$ cat src/rtl/cpu_pkg.sv
// cpu_pkg: shared sizes, header layout and state encodings for the program loader.
package cpu_pkg;
  localparam int DATA_WIDTH = 10;
  localparam int DMEM_WIDTH = 8;
  localparam int MEM_DEPTH = 8;
  localparam int ADDR_WIDTH = 3;
  localparam int HDR_SEL = DATA_WIDTH - 1;
  localparam int HDR_GO = DATA_WIDTH - 2;
  localparam int HDR_RSV_HI = DATA_WIDTH - 3;
  localparam int HDR_RSV_LO = 2 * ADDR_WIDTH;
  localparam int HDR_CNT_HI = 2 * ADDR_WIDTH - 1;
  localparam int HDR_CNT_LO = ADDR_WIDTH;
  localparam int HDR_BASE_HI = ADDR_WIDTH - 1;
  localparam logic MEM_SEL_INSTR = 1'b0;
  localparam logic MEM_SEL_DATA = 1'b1;
  typedef enum logic [2:0] {L_HDR, L_LOAD, L_START, L_RUN, L_DUMP} ld_state_t;
  typedef enum logic [1:0] {D_IDLE, D_RD, D_WAIT, D_OUT} dump_state_t;
endpackage

$ cat src/rtl/cpu_dump_ctrl.sv
// cpu_dump_ctrl: reads every data-memory word in order and streams it out on a valid/ready port.
module cpu_dump_ctrl
  import cpu_pkg::*;
(
  input  logic                  clk,
  input  logic                  rst,
  input  logic                  start_i,
  input  logic                  out_ready_i,
  input  logic [DMEM_WIDTH-1:0] rdata_i,
  output logic                  active_o,
  output logic [ADDR_WIDTH-1:0] addr_o,
  output logic                  out_valid_o,
  output logic                  out_last_o,
  output logic [DMEM_WIDTH-1:0] out_data_o,
  output logic                  done_o
);
  dump_state_t state_q, state_d;
  logic [ADDR_WIDTH-1:0] idx_q, idx_d;
  logic [DMEM_WIDTH-1:0] data_q;
  logic last;
  always_comb begin
    last = idx_q == ADDR_WIDTH'(MEM_DEPTH - 1);
    done_o = state_q == D_OUT && out_ready_i && last;
    state_d = state_q;
    idx_d = idx_q;
    unique case (state_q)
      D_IDLE: if (start_i) begin
        state_d = D_RD;
        idx_d = '0;
      end
      D_RD: state_d = D_WAIT;
      D_WAIT: state_d = D_OUT;
      D_OUT: if (out_ready_i) begin
        state_d = last ? D_IDLE : D_RD;
        idx_d = idx_q + 1'b1;
      end
      default: state_d = D_IDLE;
    endcase
  end
  always_ff @(posedge clk) begin
    if (rst) begin
      state_q <= D_IDLE;
      idx_q <= '0;
      data_q <= '0;
    end else begin
      state_q <= state_d;
      idx_q <= idx_d;
      if (state_q == D_WAIT) data_q <= rdata_i;
    end
  end
  assign active_o = state_q != D_IDLE;
  assign addr_o = idx_q;
  assign out_valid_o = state_q == D_OUT;
  assign out_last_o = out_valid_o && last;
  assign out_data_o = data_q;
endmodule

$ cat src/rtl/cpu_prog_loader.sv
// cpu_prog_loader: loads framed words into instruction/data memory, starts the core, then dumps data memory.
module cpu_prog_loader
  import cpu_pkg::*;
(
  input  logic                  clk,
  input  logic                  rst,
  input  logic                  in_valid,
  output logic                  in_ready,
  input  logic [DATA_WIDTH-1:0] in_data,
  output logic                  imem_we,
  output logic [ADDR_WIDTH-1:0] imem_addr,
  output logic [DATA_WIDTH-1:0] imem_wdata,
  output logic                  dmem_we,
  output logic [ADDR_WIDTH-1:0] dmem_addr,
  output logic [DMEM_WIDTH-1:0] dmem_wdata,
  input  logic [DMEM_WIDTH-1:0] dmem_rdata,
  output logic                  mem_own,
  output logic                  cpu_start,
  input  logic                  cpu_done,
  output logic                  out_valid,
  input  logic                  out_ready,
  output logic [DMEM_WIDTH-1:0] out_data,
  output logic                  out_last,
  output logic                  busy,
  output logic                  err
);
  ld_state_t state_q, state_d;
  logic sel_q, sel_d, go_q, go_d, err_q, err_d;
  logic [ADDR_WIDTH-1:0] cnt_q, cnt_d, base_q, base_d, beat_q, beat_d, waddr_q, waddr_d;
  logic imem_we_q, imem_we_d, dmem_we_q, dmem_we_d;
  logic [DATA_WIDTH-1:0] wdata_q, wdata_d;
  logic accept, dump_start, dump_done, dump_active;
  logic [ADDR_WIDTH-1:0] rd_addr;
  assign in_ready = state_q == L_HDR || state_q == L_LOAD;
  always_comb begin
    accept = in_valid && in_ready;
    dump_start = state_q == L_RUN && cpu_done;
    state_d = state_q;
    sel_d = sel_q;
    go_d = go_q;
    cnt_d = cnt_q;
    base_d = base_q;
    beat_d = beat_q;
    err_d = err_q;
    waddr_d = waddr_q;
    wdata_d = wdata_q;
    imem_we_d = 1'b0;
    dmem_we_d = 1'b0;
    unique case (state_q)
      L_HDR: if (accept) begin
        if (|in_data[HDR_RSV_HI:HDR_RSV_LO]) err_d = 1'b1;
        else begin
          state_d = L_LOAD;
          sel_d = in_data[HDR_SEL];
          go_d = in_data[HDR_GO];
          cnt_d = in_data[HDR_CNT_HI:HDR_CNT_LO];
          base_d = in_data[HDR_BASE_HI:0];
          beat_d = '0;
        end
      end
      L_LOAD: if (accept) begin
        // address width equals log2(MEM_DEPTH), so the sum wraps past the top word naturally
        imem_we_d = sel_q == MEM_SEL_INSTR;
        dmem_we_d = sel_q == MEM_SEL_DATA;
        waddr_d = base_q + beat_q;
        wdata_d = in_data;
        beat_d = beat_q + 1'b1;
        if (beat_q == cnt_q) state_d = go_q ? L_START : L_HDR;
      end
      L_START: state_d = L_RUN;
      L_RUN: if (cpu_done) state_d = L_DUMP;
      L_DUMP: if (dump_done) state_d = L_HDR;
      default: state_d = L_HDR;
    endcase
  end
  always_ff @(posedge clk) begin
    if (rst) begin
      state_q <= L_HDR;
      sel_q <= 1'b0;
      go_q <= 1'b0;
      cnt_q <= '0;
      base_q <= '0;
      beat_q <= '0;
      err_q <= 1'b0;
      waddr_q <= '0;
      wdata_q <= '0;
      imem_we_q <= 1'b0;
      dmem_we_q <= 1'b0;
    end else begin
      state_q <= state_d;
      sel_q <= sel_d;
      go_q <= go_d;
      cnt_q <= cnt_d;
      base_q <= base_d;
      beat_q <= beat_d;
      err_q <= err_d;
      waddr_q <= waddr_d;
      wdata_q <= wdata_d;
      imem_we_q <= imem_we_d;
      dmem_we_q <= dmem_we_d;
    end
  end
  cpu_dump_ctrl u_dump (
    .clk         (clk),
    .rst         (rst),
    .start_i     (dump_start),
    .out_ready_i (out_ready),
    .rdata_i     (dmem_rdata),
    .active_o    (dump_active),
    .addr_o      (rd_addr),
    .out_valid_o (out_valid),
    .out_last_o  (out_last),
    .out_data_o  (out_data),
    .done_o      (dump_done)
  );
  assign imem_we = imem_we_q;
  assign imem_addr = waddr_q;
  assign imem_wdata = wdata_q;
  assign dmem_we = dmem_we_q;
  assign dmem_addr = dump_active ? rd_addr : waddr_q;
  assign dmem_wdata = wdata_q[DMEM_WIDTH-1:0];
  assign mem_own = !(state_q == L_START || state_q == L_RUN);
  assign cpu_start = state_q == L_START;
  assign busy = state_q != L_HDR;
  assign err = err_q;
endmodule

$ cat config.mk
export PLATFORM = sky130hd
export DESIGN_NAME = cpu_prog_loader
export DESIGN_NICKNAME = d
export VERILOG_FILES = /design/src/rtl/cpu_pkg.sv /design/src/rtl/cpu_dump_ctrl.sv /design/src/rtl/cpu_prog_loader.sv
export SDC_FILE = /design/constraint.sdc
export NUM_CORES = 1
export LEC_CHECK = 0
export BUFFER_PORTS_ARGS = -buffer_cell sky130_fd_sc_hd__buf_4
export CELL_PAD_IN_SITES_DETAIL_PLACEMENT = 2
export CELL_PAD_IN_SITES_GLOBAL_PLACEMENT = 2
export CORE_ASPECT_RATIO = 0.5
export CORE_MARGIN = 4
export CORE_UTILIZATION = 25
export DETAILED_ROUTE_END_ITERATION = 8
export GPL_ROUTABILITY_DRIVEN = 0
export PLACE_DENSITY = 0.77
export SLEW_MARGIN = 5
export SYNTH_ARGS = -nofsm -noshare
export SYNTH_HDL_FRONTEND = slang
export SYNTH_HIERARCHICAL = 1
export SYNTH_SLANG_ARGS = --single-unit
$ cat constraint.sdc
create_clock -name clk -period 1.55 [get_ports clk]
set_input_delay 0.2325 -clock clk [delete_from_list [all_inputs] [get_ports clk]]
set_output_delay 0.2325 -clock clk [all_outputs]
set_load 0.01 [all_outputs]
==> key figures, run 1 <==
Clocking
  – Clock transition at path regs: ~60 ps
  – Clock tree root driver cell: clkbuf_16
  – Htree depth: 2
  – Clock latency on the worst-skew pair: 280 ps
  – CTS Buf Count: 5
  – Max clock buf depth: 2
  – CTS Sinks: 43
  – CTS tree: done

Drt
  – Initial DRC count: 71
  – Drc violations: 0
  – Via count: 1940
  – ANT nets after route: 0
  – First-pass iteration count of the detailed router: 4
  – Vias per cell: 4.73
  – WL final: 7310 um
  – Routed len/inst: 17.8 um

Logic synthesis
  – Post-synthesis sequential area ratio: 42.2%
  – Post-synth top area share: 42.2%
  – Number of flops mapped to enable cells by yosys: 0
  – YS warnings: 6
  – Dominant cells by area after synthesis: dfxtp_1 (42%), a21oi_1 (6.1%), ha_1 (4.9%)
  – Async S/R FF share, synth: 0%
  – Syn Inst Count: 229
  – Synth cell types: 44
  – Post-synthesis average cell area: a little under 9 sq um
  – Most used DFF post-synth: dfxtp_1
  – #FFs+latches synth: 43
  – Post-synth top area cell: dfxtp_1
  – Post-synth top cells: dfxtp_1 (43), a21oi_1 (25), nand2_1 (25)
  – Cell Area, Synth: 2040 sq um
  – Top-count cell post-synth: dfxtp_1
  – Syn_nets: 261

GRT
  – Via count of the first global-routing pass: between 2000 and 2500
  – Initial antenna violation count: 0
  – Total track usage: 14.4%
  – First-pass GRT wire length: 11100 um
  – Pin count of the biggest net entering global routing: 29
  – Remaining Overflow, GRT: 0

Pwr
  – Pwr Density: 1000 nW/um^2
  – Lkg Pwr: between 1 and 1.5 nW
  – Power Total: 2.96 mW
  – Max VDD drop: 0.000436 V

Final layout
  – NumNets Final: 333
  – Final Instance Area: approximately 3000 sq um
  – Fillers: 856
  – Finished Core Util: 38.9%
  – Antenna diode count: 0
  – Area of the multi-input gates: 1120 sq um
  – Register Area: 872 sq um
  – Fraction of layout cells with a size suffix above 1: roughly two fifths
  – Area growth syn-to-layout: 45.3%

Floorplan
  – Io pins: 64
  – DIE HEIGHT: 71.9 um
  – Die area: around 9800 sq um
  – Initial Utilization: 26.8%
  – Die X: 136 um
  – Rows: 22
  – Core Box Area: 7620 sq um

Timing
  – Slew @ Worst Pin: 345 ps
  – Setup WS post-layout: -27.0 ps
  – Fin crit share: 102%
  – Tmin final: 1580 ps
  – Fmax: 634 MHz
  – Final hold violation count: 0
  – Clk_skew: around 6.4 ps
  – RSZ-0062 raised after global routing: true
  – Worst slew margin: 76.9%
  – Max Slew Vio Count: 0
  – Number of setup violations in the final report: 3

Run status
  – Status: finished with violations
  – Failing checks: setup timing

Setup path
  – Worst EP required: 1320 ps
  – Worst Path Max Fanout: 4
  – R2r startpoint: u_dump/state_q[0]
  – Critical Path AT: 1340 ps
  – Critical Path End Type: output pin
  – Worst Reg-to-Reg Cells: 5
  – Reg-to-Reg End: u_dump/state_q[0]
  – Critical path type: register to output pin
  – Startpoint type of the worst setup path: register
  – Worst R2R Setup Slack: 40 ps

Flow run
  – Max_cap viols: 0

Place
  – Placed inst area: around 2700 sq um
  – IO Port Bufs: 63
  – Placed wire-length estimate: 5050 um

Min path
  – HP Start: dmem_rdata[7]
  – Worst Hold Class: primary input to register
  – Min-Delay Path Depth: 3
  – Worst Hold End: u_dump/out_data_o[7]
[layout by cell type, fill, tap and decap left out, drive strengths merged, types with 2 or more instances in the layout]
master  count
nor2       17
a21oi      25
or3         3
a21o        2
or3b        3
inv         7
ha          8
or2         2
buf        85
nand3       9
xnor2       5
or4b        2
o32ai       2
and2        2
dfxtp      43
nor2b       2
nand2      25
nor3        3
nor4b       2
clkbuf      7
o211ai      2
o21ai      13
nand2b      4
mux2        3
nor3b       2
mux2i       8
o21ba       2
[worst max-delay path by stage]
stage | start | to | slack, ps | cells after the start
2_1_floorplan | state_q[2] | u_dump/state_q[0] | 10 | 6
6_report | u_dump/state_q[1] | dmem_addr[0] | -30 | 5
4_1_cts | u_dump/state_q[1] | dmem_addr[2] | -30 | 5
5_1_grt | u_dump/state_q[0] | dmem_addr[2] | -80 | 5
3_5_place_dp | state_q[2] | u_dump/state_q[0] | -10 | 5
3_3_place_gp | u_dump/state_q[0] | dmem_addr[2] | 70 | 5
[per-layer routing]
metal	track usage, %	part of all wire, %	vias up	wire, um
met5	0	0	-	0
met3	2.81	2.8	9	204
met2	29.1	56	35	4120
met4	3.13	1.4	0	104
met1	15.5	39	965	2880
li1	-	-	931	-
[metrics by stage]
stage | hold WS [ps] | setup WS [ps] | setup TNS (ps) | std cells
floorplan | 349 | 13.5 | 0 | 229
global placement | 447 | 73.3 | 0 | 394
detailed placement | 461 | -10.7 | -10.7 | 394
CTS | 193 | -28.7 | -91.8 | 407
global route | 209 | -82.1 | -267 | 410
finish | 192 | -27.0 | -74.2 | 410
[critical path: stages, from the launching register on]
cell,delay [ps]
dfxtp_2,340
inv_2,50
ha_4,170
inv_6,70
mux2_4,300
buf_6,120
[power breakdown]
group | internal, mW | leakage [nW] | total [mW] | switching, mW
Combinational | 0.388 | 0.793 | 0.761 | 0.374
Sequential | 1.15 | 0.352 | 1.19 | 0.0330
Clock | 0.596 | 0.0679 | 1.02 | 0.421
[cell type report]
type	count	share of cell area [%]
multi-input combinational	159	37.8
sequential	43	29.4
timing repair buffer	85	22.6
tap	108	4.56
clock buffer	7	4.47
inverter	7	1.05
clock inverter	1	0.169
[cell families after synthesis]
group | after synthesis | share of synthesized area (%)
mux | 11 | 5.58
fa+ha+maj | 9 | 5.89
flops | 43 | 42.2
buf+inv | 27 | 6.87
simple gates | 84 | 22.9
xor+xnor | 5 | 2.15
compound gates | 50 | 14.4
[repair_timing]
action / 4_1_cts / 5_1_grt
resized for setup: 20 / 15
gates cloned: 0 / 0
hold buffers: 0 / 0
setup endpoints to repair: 10 / 26
setup buffers: 5 / 5
pin swaps: 2 / 2
[state kept, by name, summed over array words and instances, names as in the netlist, 2 cells and up]
| signal | count |
|---|---|
| u_dump/addr_o | 3 |
| beat_q | 3 |
| imem_wdata | 10 |
| imem_addr | 3 |
| u_dump/state_q | 2 |
| cnt_q | 3 |
| u_dump/out_data_o | 8 |
| state_q | 3 |
| base_q | 3 |
(Power assumes the default switching activity.)
==> inputs of run 2 (changes only) <==
Settings changed: BUFFER_PORTS_ARGS -buffer_cell sky130_fd_sc_hd__buf_4 to default, CELL_PAD_IN_SITES_DETAIL_PLACEMENT 2 to 1, DONT_BUFFER_PORTS from default to 1, PLACE_DENSITY 0.77 to 0.61.
==> run 2 against run 1 <==
Effect of this change: the run now ends clean; sequential share of layout area increased by 6.8 points; die area stayed put; critical path type unchanged; critical endpoint is now dmem_addr[1]; sequential power hardly changed.
==> key figures, run 2 (same netlist as run 1, synthesis figures left out) <==
Floorplan
  – Initial Utilization: 26.8% (unchanged)
  – Rows: 22 (unchanged)
  – Core Box Area: 7620 sq um (unchanged)
  – DIE HEIGHT: 71.9 um (unchanged)
  – Io pins: 64 (unchanged)
  – Die area: 9760 sq um (unchanged)
  – Die X: 136 um (unchanged)

GRT
  – Via count of the first global-routing pass: 1681 (was 2167)
  – First-pass GRT wire length: 8850 um (was 11100 um)
  – Pin count of the biggest net entering global routing: 48 (was 29)
  – Total track usage: 11.5% (was 14.4%)
  – Initial antenna violation count: 0 (unchanged)
  – Remaining Overflow, GRT: 0 (unchanged)

Pwr
  – Max VDD drop: 0.000416 V (was 0.000436 V)
  – Power Total: 2.71 mW (was 2.96 mW)
  – Reg power frac: 44.1% (was 40.0%)
  – Lkg Pwr: 0.857 nW (was 1.21 nW)
  – Psw: 0.673 mW (was 0.828 mW)
  – Internal Power: 2.04 mW (was 2.14 mW)
  – Comb pwr share: 15.7% (was 25.7%)
  – Pwr Density: 1130 nW/um^2 (was 1000 nW/um^2)
  – Sw frac: 24.8% (was 27.9%)
  – Clock group share of total power: 40.2% (was 34.3%)

Setup path
  – Startpoint type of the worst setup path: register (unchanged)
  – Worst Path Max Fanout: 5 (was 4)
  – Critical path type: register to output pin (unchanged)
  – Worst R2R Setup Slack: 100 ps (was 40 ps)
  – Critical Path AT: 1280 ps (was 1340 ps)
  – Worst EP required: 1320 ps (about the same)
  – Critical Path End Type: output pin (unchanged)

Min path
  – Worst Hold Class: primary input to register (unchanged)

Timing
  – Final hold violation count: 0 (unchanged)
  – Slew @ Worst Pin: 329 ps (was 345 ps)
  – Number of setup violations in the final report: 0 (was 3)
  – Fmax: 662 MHz (was 634 MHz)
  – Tmin final: 1510 ps (was 1580 ps)
  – Max Slew Vio Count: 0 (unchanged)
  – Setup WS post-layout: 39.4 ps (was -27.0 ps)
  – Clk_skew: 4.09 ps (was 6.36 ps)
  – Fin crit share: 97.5% (was 102%)
  – RSZ-0062 raised after global routing: false (was true)
  – Worst slew margin: 78.0% (was 76.9%)

Final layout
  – Most common cell after layout, fill and taps aside: dfxtp_1 (was buf_4)
  – Fillers: 886 (was 856)
  – Layout Cells excl Fill: 341 (was 410)
  – Max reg flops: 10 (unchanged)
  – Finished Core Util: 31.5% (was 38.9%)
  – Final Instance Area: 2400 sq um (was 2970 sq um)
  – NumNets Final: 264 (was 333)
  – Area growth syn-to-layout: 17.6% (was 45.3%)
  – Antenna diode count: 0 (unchanged)
  – Fraction of layout cells with a size suffix above 1: 21.9% (was 41.7%)
  – Commonest non-fill, non-tap cells in the layout: dfxtp_1 (38), nand2_1 (25), a21oi_1 (25) (was buf_4 (79), dfxtp_1 (36), nand2_1 (25), a21oi_1 (25), nor2_1 (16))

Run status
  – Status: complete, no violations (was finished with violations)

Clocking
  – Clock latency on the worst-skew pair: 280 ps (about the same)
  – CTS Buf Count: 5 (unchanged)
  – Max clock buf depth: 2 (unchanged)
  – Clock tree root driver cell: clkbuf_16 (unchanged)
  – CTS Sinks: 43 (unchanged)
  – CTS tree: done (unchanged)
  – Post-CTS setup buffers: 0 (was 5)
  – Htree depth: 2 (unchanged)
  – Clock transition at path regs: 60 ps (about the same)

Place
  – IO Port Bufs: 0 (was 63)
  – Pre-CTS setup slack: -18.4 ps (was -10.7 ps)
  – Placed inst area: 2180 sq um (was 2660 sq um)
  – Placed wire-length estimate: 4140 um (was 5050 um)
  – Placed insts: 332 (was 394)

Drt
  – Vias per cell: 4.68 (was 4.73)
  – First-pass iteration count of the detailed router: 4 (unchanged)
  – Routed len/inst: 16.1 um (was 17.8 um)
  – ANT nets after route: 0 (unchanged)
  – Via count: 1597 (was 1940)
  – Drc violations: 0 (unchanged)
  – Initial DRC count: 31 (was 71)
  – WL final: 5500 um (was 7310 um)

Flow run
  – Max_cap viols: 0 (unchanged)
-- run 2: cell count changes in the layout (fill, tap and decap cells not counted), moves of 2 or more --
| cell | previous run | this run |
|---|---|---|
| ha_1 | 3 | 5 |
| buf_6 | 5 | 0 |
| clkbuf_8 | 0 | 2 |
| ha_4 | 3 | 1 |
| buf_4 | 79 | 15 |
| dfxtp_2 | 6 | 4 |
| dfxtp_1 | 36 | 38 |
-- run 2: power by group through the flow --
stage / Clock (mW) / Combinational, mW / Sequential [mW]
5_1_grt: 1.19 / 0.470 / 1.21
4_1_cts: 1.14 / 0.419 / 1.19
6_report: 1.09 / 0.425 / 1.20
2_1_floorplan: 0 / 0.286 / 1.20
3_3_place_gp: 0 / 0.349 / 1.22
3_5_place_dp: 0 / 0.361 / 1.22
-- run 2: area by class of cell --
cell class              count  area (sq um)  share of cell area [%]
multi-input cells         159          1090                    45.3
flip-flops and latches     43           870                    36.2
clock buffers               8           156                    6.52
well taps                 108           135                    5.63
repair buffers             16           123                    5.11
inverters                   7          28.8                    1.20
-- run 2: final timing paths --
| path | cells after the start | startpoint | endpoint |
|---|---|---|---|
| max reg2reg | 5 | base_q[0] | imem_addr[2] |
| max | 4 | u_dump/state_q[1] | dmem_addr[1] |
| min reg2reg | 1 | sel_q | imem_we |
| min | 1 | rst | u_dump/state_q[0] |
-- run 2: layer usage --
metal	vias up	part of all wire, %	GRT usage (%)	routed length [um]
met1	764	45	14.0	2470
li1	793	-	-	-
met4	0	0.75	3.02	41
met5	-	0	0	0
met3	2	8.9	5.54	487
met2	38	45	18.5	2500
-- run 2: timing repair --
action / 4_1_cts / 5_1_grt
hold buffers: 0 / 1
endpoints found under the hold margin: 0 / 1
setup endpoints to repair: 8 / 15
gates resized for setup: 12 / 8
cloned: 0 / 0
-- run 2: critical path: stages, from the launching register on --
cell     delay [ps]
dfxtp_4         370
inv_2            60
ha_4            170
inv_4            70
mux2_4          330
-- run 2: through the flow --
stage	setup TNS (ps)	hold slack, ps
final	0	20.3
after global routing	0	2.21
after CTS	0	3.39
after detailed placement	-34.5	306
after global placement	0	305
after floorplan	0	349
